===== config.mk =====
export PLATFORM = sky130hd
export DESIGN_NAME = dmem_arbiter
export DESIGN_NICKNAME = d
export VERILOG_FILES = /design/src/rtl/dmem_arbiter.sv
export SDC_FILE = /design/constraint.sdc
export NUM_CORES = 1
export LEC_CHECK = 0
export CAP_MARGIN = 20
export CORE_AREA = 3 3 202 204
export DETAILED_ROUTE_END_ITERATION = 16
export DIE_AREA = 0 0 205 207
export PLACE_DENSITY = 0.56
export SLEW_MARGIN = 30
export SYNTH_ARGS = -nofsm -noshare
export SYNTH_HDL_FRONTEND = slang
export SYNTH_SLANG_ARGS = --single-unit
export TNS_END_PERCENT = 1

===== constraint.sdc =====
create_clock -name clk -period 2.1 [get_ports clk]
set_input_delay 0.315 -clock clk [delete_from_list [all_inputs] [get_ports clk]]
set_output_delay 0.315 -clock clk [all_outputs]
set_load 0.01 [all_outputs]

===== src/rtl/dmem_arbiter.sv =====
// Two-port arbiter for the single-port data memory: grants one requester,
// runs one fixed-latency access and returns a registered response.
module dmem_arbiter #(
  parameter int AW      = 64,
  parameter int DW      = 64,
  parameter int MEM_LAT = 2,
  parameter int RR      = 1
) (
  input  logic          clk,
  input  logic          rst,
  input  logic          p0_valid,
  output logic          p0_ready,
  input  logic          p0_we,
  input  logic [AW-1:0] p0_addr,
  input  logic [DW-1:0] p0_wdata,
  output logic          p0_resp_valid,
  output logic          p0_resp_err,
  input  logic          p1_valid,
  output logic          p1_ready,
  input  logic          p1_we,
  input  logic [AW-1:0] p1_addr,
  input  logic [DW-1:0] p1_wdata,
  output logic          p1_resp_valid,
  output logic          p1_resp_err,
  output logic [DW-1:0] resp_rdata,
  output logic          mem_en,
  output logic          mem_we,
  output logic [AW-1:0] mem_addr,
  output logic [DW-1:0] mem_wdata,
  input  logic [DW-1:0] mem_rdata,
  output logic          busy
);

  // state  | meaning
  // IDLE   | arbitrate, accept one request
  // ISSUE  | mem_en pulse, load latency counter
  // WAIT   | count down, capture load data at zero
  // RESP   | one-cycle response to the granted port
  typedef enum logic [1:0] {IDLE, ISSUE, WAIT, RESP} state_t;

  state_t        state;
  logic          last_port;
  logic          lat_port;
  logic [3:0]    cnt;
  logic          pick1;
  logic          accept;
  logic          sel_we;
  logic [AW-1:0] sel_addr;
  logic [DW-1:0] sel_wdata;

  // last_port resets to 1 so that port 0 wins the first tie
  assign pick1 = (p0_valid && p1_valid) ? ((RR != 0) && !last_port) : p1_valid;

  assign p0_ready  = rst && (state == IDLE) && p0_valid && !pick1;
  assign p1_ready  = rst && (state == IDLE) && p1_valid && pick1;
  assign accept    = p0_ready || p1_ready;
  assign sel_we    = pick1 ? p1_we    : p0_we;
  assign sel_addr  = pick1 ? p1_addr  : p0_addr;
  assign sel_wdata = pick1 ? p1_wdata : p0_wdata;
  assign busy      = (state != IDLE);

  always_ff @(posedge clk or negedge rst) begin
    if (!rst) begin
      state         <= IDLE;
      last_port     <= 1'b1;
      lat_port      <= 1'b0;
      cnt           <= '0;
      mem_en        <= 1'b0;
      mem_we        <= 1'b0;
      mem_addr      <= '0;
      mem_wdata     <= '0;
      resp_rdata    <= '0;
      p0_resp_valid <= 1'b0;
      p0_resp_err   <= 1'b0;
      p1_resp_valid <= 1'b0;
      p1_resp_err   <= 1'b0;
    end else begin
      mem_en        <= 1'b0;
      p0_resp_valid <= 1'b0;
      p0_resp_err   <= 1'b0;
      p1_resp_valid <= 1'b0;
      p1_resp_err   <= 1'b0;
      case (state)
        IDLE: begin
          if (accept) begin
            last_port <= pick1;
            lat_port  <= pick1;
            if (sel_addr[2:0] != 3'd0) begin
              // misaligned: answer with an error, memory untouched
              p0_resp_valid <= !pick1;
              p0_resp_err   <= !pick1;
              p1_resp_valid <= pick1;
              p1_resp_err   <= pick1;
              state         <= RESP;
            end else begin
              mem_en    <= 1'b1;
              mem_we    <= sel_we;
              mem_addr  <= sel_addr;
              mem_wdata <= sel_wdata;
              state     <= ISSUE;
            end
          end
        end
        ISSUE: begin
          cnt   <= 4'(MEM_LAT - 1);
          state <= WAIT;
        end
        WAIT: begin
          if (cnt == 4'd0) begin
            if (!mem_we) resp_rdata <= mem_rdata;
            p0_resp_valid <= !lat_port;
            p1_resp_valid <= lat_port;
            state         <= RESP;
          end else begin
            cnt <= cnt - 4'd1;
          end
        end
        RESP: state <= IDLE;
        default: state <= IDLE;
      endcase
    end
  end

endmodule


==> impl_results.md, run 1 <==
- Result of the run: completed
- Peak VDD IR: 0.7415 mV
- Post-synth EDFFs: 0
- Fin util: 0.4169
- Maximum clock path buffer count: 3
- Ant. Diodes: 0
- DR WL/cell: 16.44 um
- Vias: roughly 8200
- Synth warn: 0
- Crit. Startpoint: state[0]$_DFFE_PN0P_
- Worst relative slew slack: 0.5111
- ANT nets after route: 0
- Top FF cell, synth: dfrtp_1
- Worst setup EP type: primary output
- Reg2reg path depth: 6
- Die X-Extent: approximately 210 um
- CP Data Arrival Time: between 1.5 and 2 ns
- Fmax: 0.5026 GHz
- Final Skew: 0.01431 ns
- Vias in the first global route: roughly 8500
- Drc violations: 0
- Total power divided by cell area: approximately 1200 nW/um^2
- Share of layout cells above drive strength 1: 0.1318
- Minimum clock period: 1.990 ns
- Overflow after GRT: 0
- Hpwl dp: 24680 um
- Post-layout power: about 0.019 W
- Total number of clock tree sinks: 206
- Initial antenna violation count: 0
- Clock slew at reported path FFs: roughly 0.06 ns
- Crit path capture: busy
- Final hold viol count: 0
- Yosys cell types: 38
- Drt initial violations: between 300 and 400
- Vias per cell: 4.141
- Final GP Congestion: around 0.77
- Gr usage total: 0.1450
- Syn Std Cell Area: between 9000 and 10000 sq um
- Initial Util: 0.2396
- Worst Setup Start Kind: flip-flop
- Final WL: between 30000 and 40000 um
- Worst min-delay path category: in2reg
- Placeable Area: approximately 39000 sq um
- Most common cell after layout, fill and taps aside: clkdlybuf4s50_1
- # fillers: ~3900
- Crit Path Class: reg2out
- Seq cells post-synth: 206
- First-pass GRT wire length: roughly 49000 um
- Worst reg2reg endpoint: mem_wdata[2]$_DFFE_PN0P_
- DRT Pass-1 Iters: 4
- Inserted Clock Buffers: 25
- IO Port Bufs: 526
- Row cnt: 73
- Nets: 1765
- Sequential-to-total area share from yosys stat: 0.5455
- Synth Net Count: ~1200
- Area Growth Syn to Fin: 74.03%
- I/O pin cnt: around 530
- Critical R2R Launch: last_port$_DFFE_PN1P_
- Setup-failing EPs final: 0
- Worst-path fanout max: 4
- Full die area: about 42000 sq um
- RSZ-0062 raised after global routing: false
- Commonest cells after routing, fill and taps aside: clkdlybuf4s50_1 (522), nand2_1 (387), dfrtp_1 (205)
- Fraction of registers with async set/reset: 1.000
- Die height: 207 um
- Cell leakage power: around 7.6 nW
- Worst EP required: 1.78 ns
- Mean cell area of the mapped netlist: 10.67 sq um
- Max cap viols: 0
- H-Tree Depth: 1
- CTS tree: done
- Worst slew pin tran: around 0.73 ns
- Crit share post-route: 0.9475
- Post-Syn Instances: slightly below 900
- Setup TNS: 0 ns
- R2r setup slk: ~0.13 ns
- CTS root buffer: clkbuf_16
- Worst skew pair latency: roughly 0.53 ns
- Slew Limit Fails: 0
- Largest net degree at the start of global routing: between 100 and 150
how the worst min path moves through the flow:
stage	startpoint	end	slack [ns]	cells after the start
floorplan	rst	cnt[0]$_DFFE_PN0P_	0.02	0
global placement	rst	p0_resp_valid$_DFF_PN0_	0.47	2
detailed placement	rst	p0_resp_valid$_DFF_PN0_	0.47	2
CTS	mem_rdata[42]	resp_rdata[42]$_DFFE_PN0P_	0.34	2
global route	mem_rdata[37]	resp_rdata[37]$_DFFE_PN0P_	0.35	2
finish	mem_rdata[42]	resp_rdata[42]$_DFFE_PN0P_	0.37	2
metal layers:
metal | routed length (um) | up-vias | global-route usage
met3 | 2624 | 47 | 0.03913
met5 | 0 | - | 0
met4 | 843 | 0 | 0.04384
met1 | 12560 | 3854 | 0.1660
li1 | - | 3986 | -
met2 | 16420 | 288 | 0.2620
worst max-delay path: stages (launching register included):
cell	delay (ns)
dfrtp_1	0.40
inv_2	0.08
ha_2	0.20
buf_4	0.13
inv_1	0.03
dlygate4sd2_1	0.29
cells in the mapped netlist, drive strengths merged (2+ instances only):
library cell,count,area (sq um)
a21o,2,15.01
a21oi,3,26.28
a31o,2,17.52
buf,28,239.0
clkbuf,21,78.83
dfrtp,205,5130
ha,5,62.56
inv,5,18.77
mux2,190,2140
nand2,388,1456
nand2b,2,12.51
nand3,2,10.01
nor2,6,30.03
nor2b,4,25.02
nor3,6,35.03
nor3b,2,26.28
o21ai,3,15.01
per-stage QoR:
stage	setup slack, ns	area, sq um	instances	hold WS (ns)
6_report	0.1103	16450	1974	0.3742
5_1_grt	0.006856	16450	1974	0.3523
4_1_cts	-0.01578	16360	1970	0.3365
3_5_place_dp	-0.1928	15520	1927	0.4695
3_3_place_gp	-0.2126	15520	1927	0.4663
2_1_floorplan	0.1799	9453	886	0.01941
logic make-up after synthesis:
family          share of synthesized area
simple gates                       0.1704
mux                                0.2274
compound gates                    0.01271
xor+xnor                         0.001853
buf+inv                           0.03561
flops                              0.5455
fa+ha+maj                        0.006618
cell type report:
cell class	instances	area, sq um	share of cell area
sequential	206	5156	0.3134
clock inverter	5	68.82	0.004183
inverter	5	18.77	0.001141
multi-input combinational	626	4005	0.2435
timing repair buffer	570	5794	0.3522
clock buffer	37	750.7	0.04563
tap	525	656.9	0.03993
sequential cells by signal (all words and copies together) (netlist names), 2 cells and up:
| name | flops |
|---|---|
| mem_addr | 64 |
| mem_wdata | 64 |
| resp_rdata | 64 |
| cnt | 4 |
| state | 2 |
power by group:
part           internal (W)  leakage [nW]  total [W]  switching, W
clock network       0.00259         0.406    0.00428       0.00170
registers           0.00564          2.63    0.00650      0.000852
logic               0.00489          4.52    0.00820       0.00331
total                0.0131          7.56     0.0190       0.00585
timing repair:
item,in CTS,in global routing
hold endpoints to repair,98,0
cloned,0,2
setup endpoints to repair,3,65
hold buffers,1,0
pin swaps,0,1
setup buffers,0,2
gates resized for setup,10,7
No activity file was read; power rests on OpenSTA's default activity.
==> run 2: changes to the inputs <==
HOLD_SLACK_MARGIN = 0.08   (was default)
==> results of run 2 <==
Final layout, timing and power as in run 1 (identical DEF).
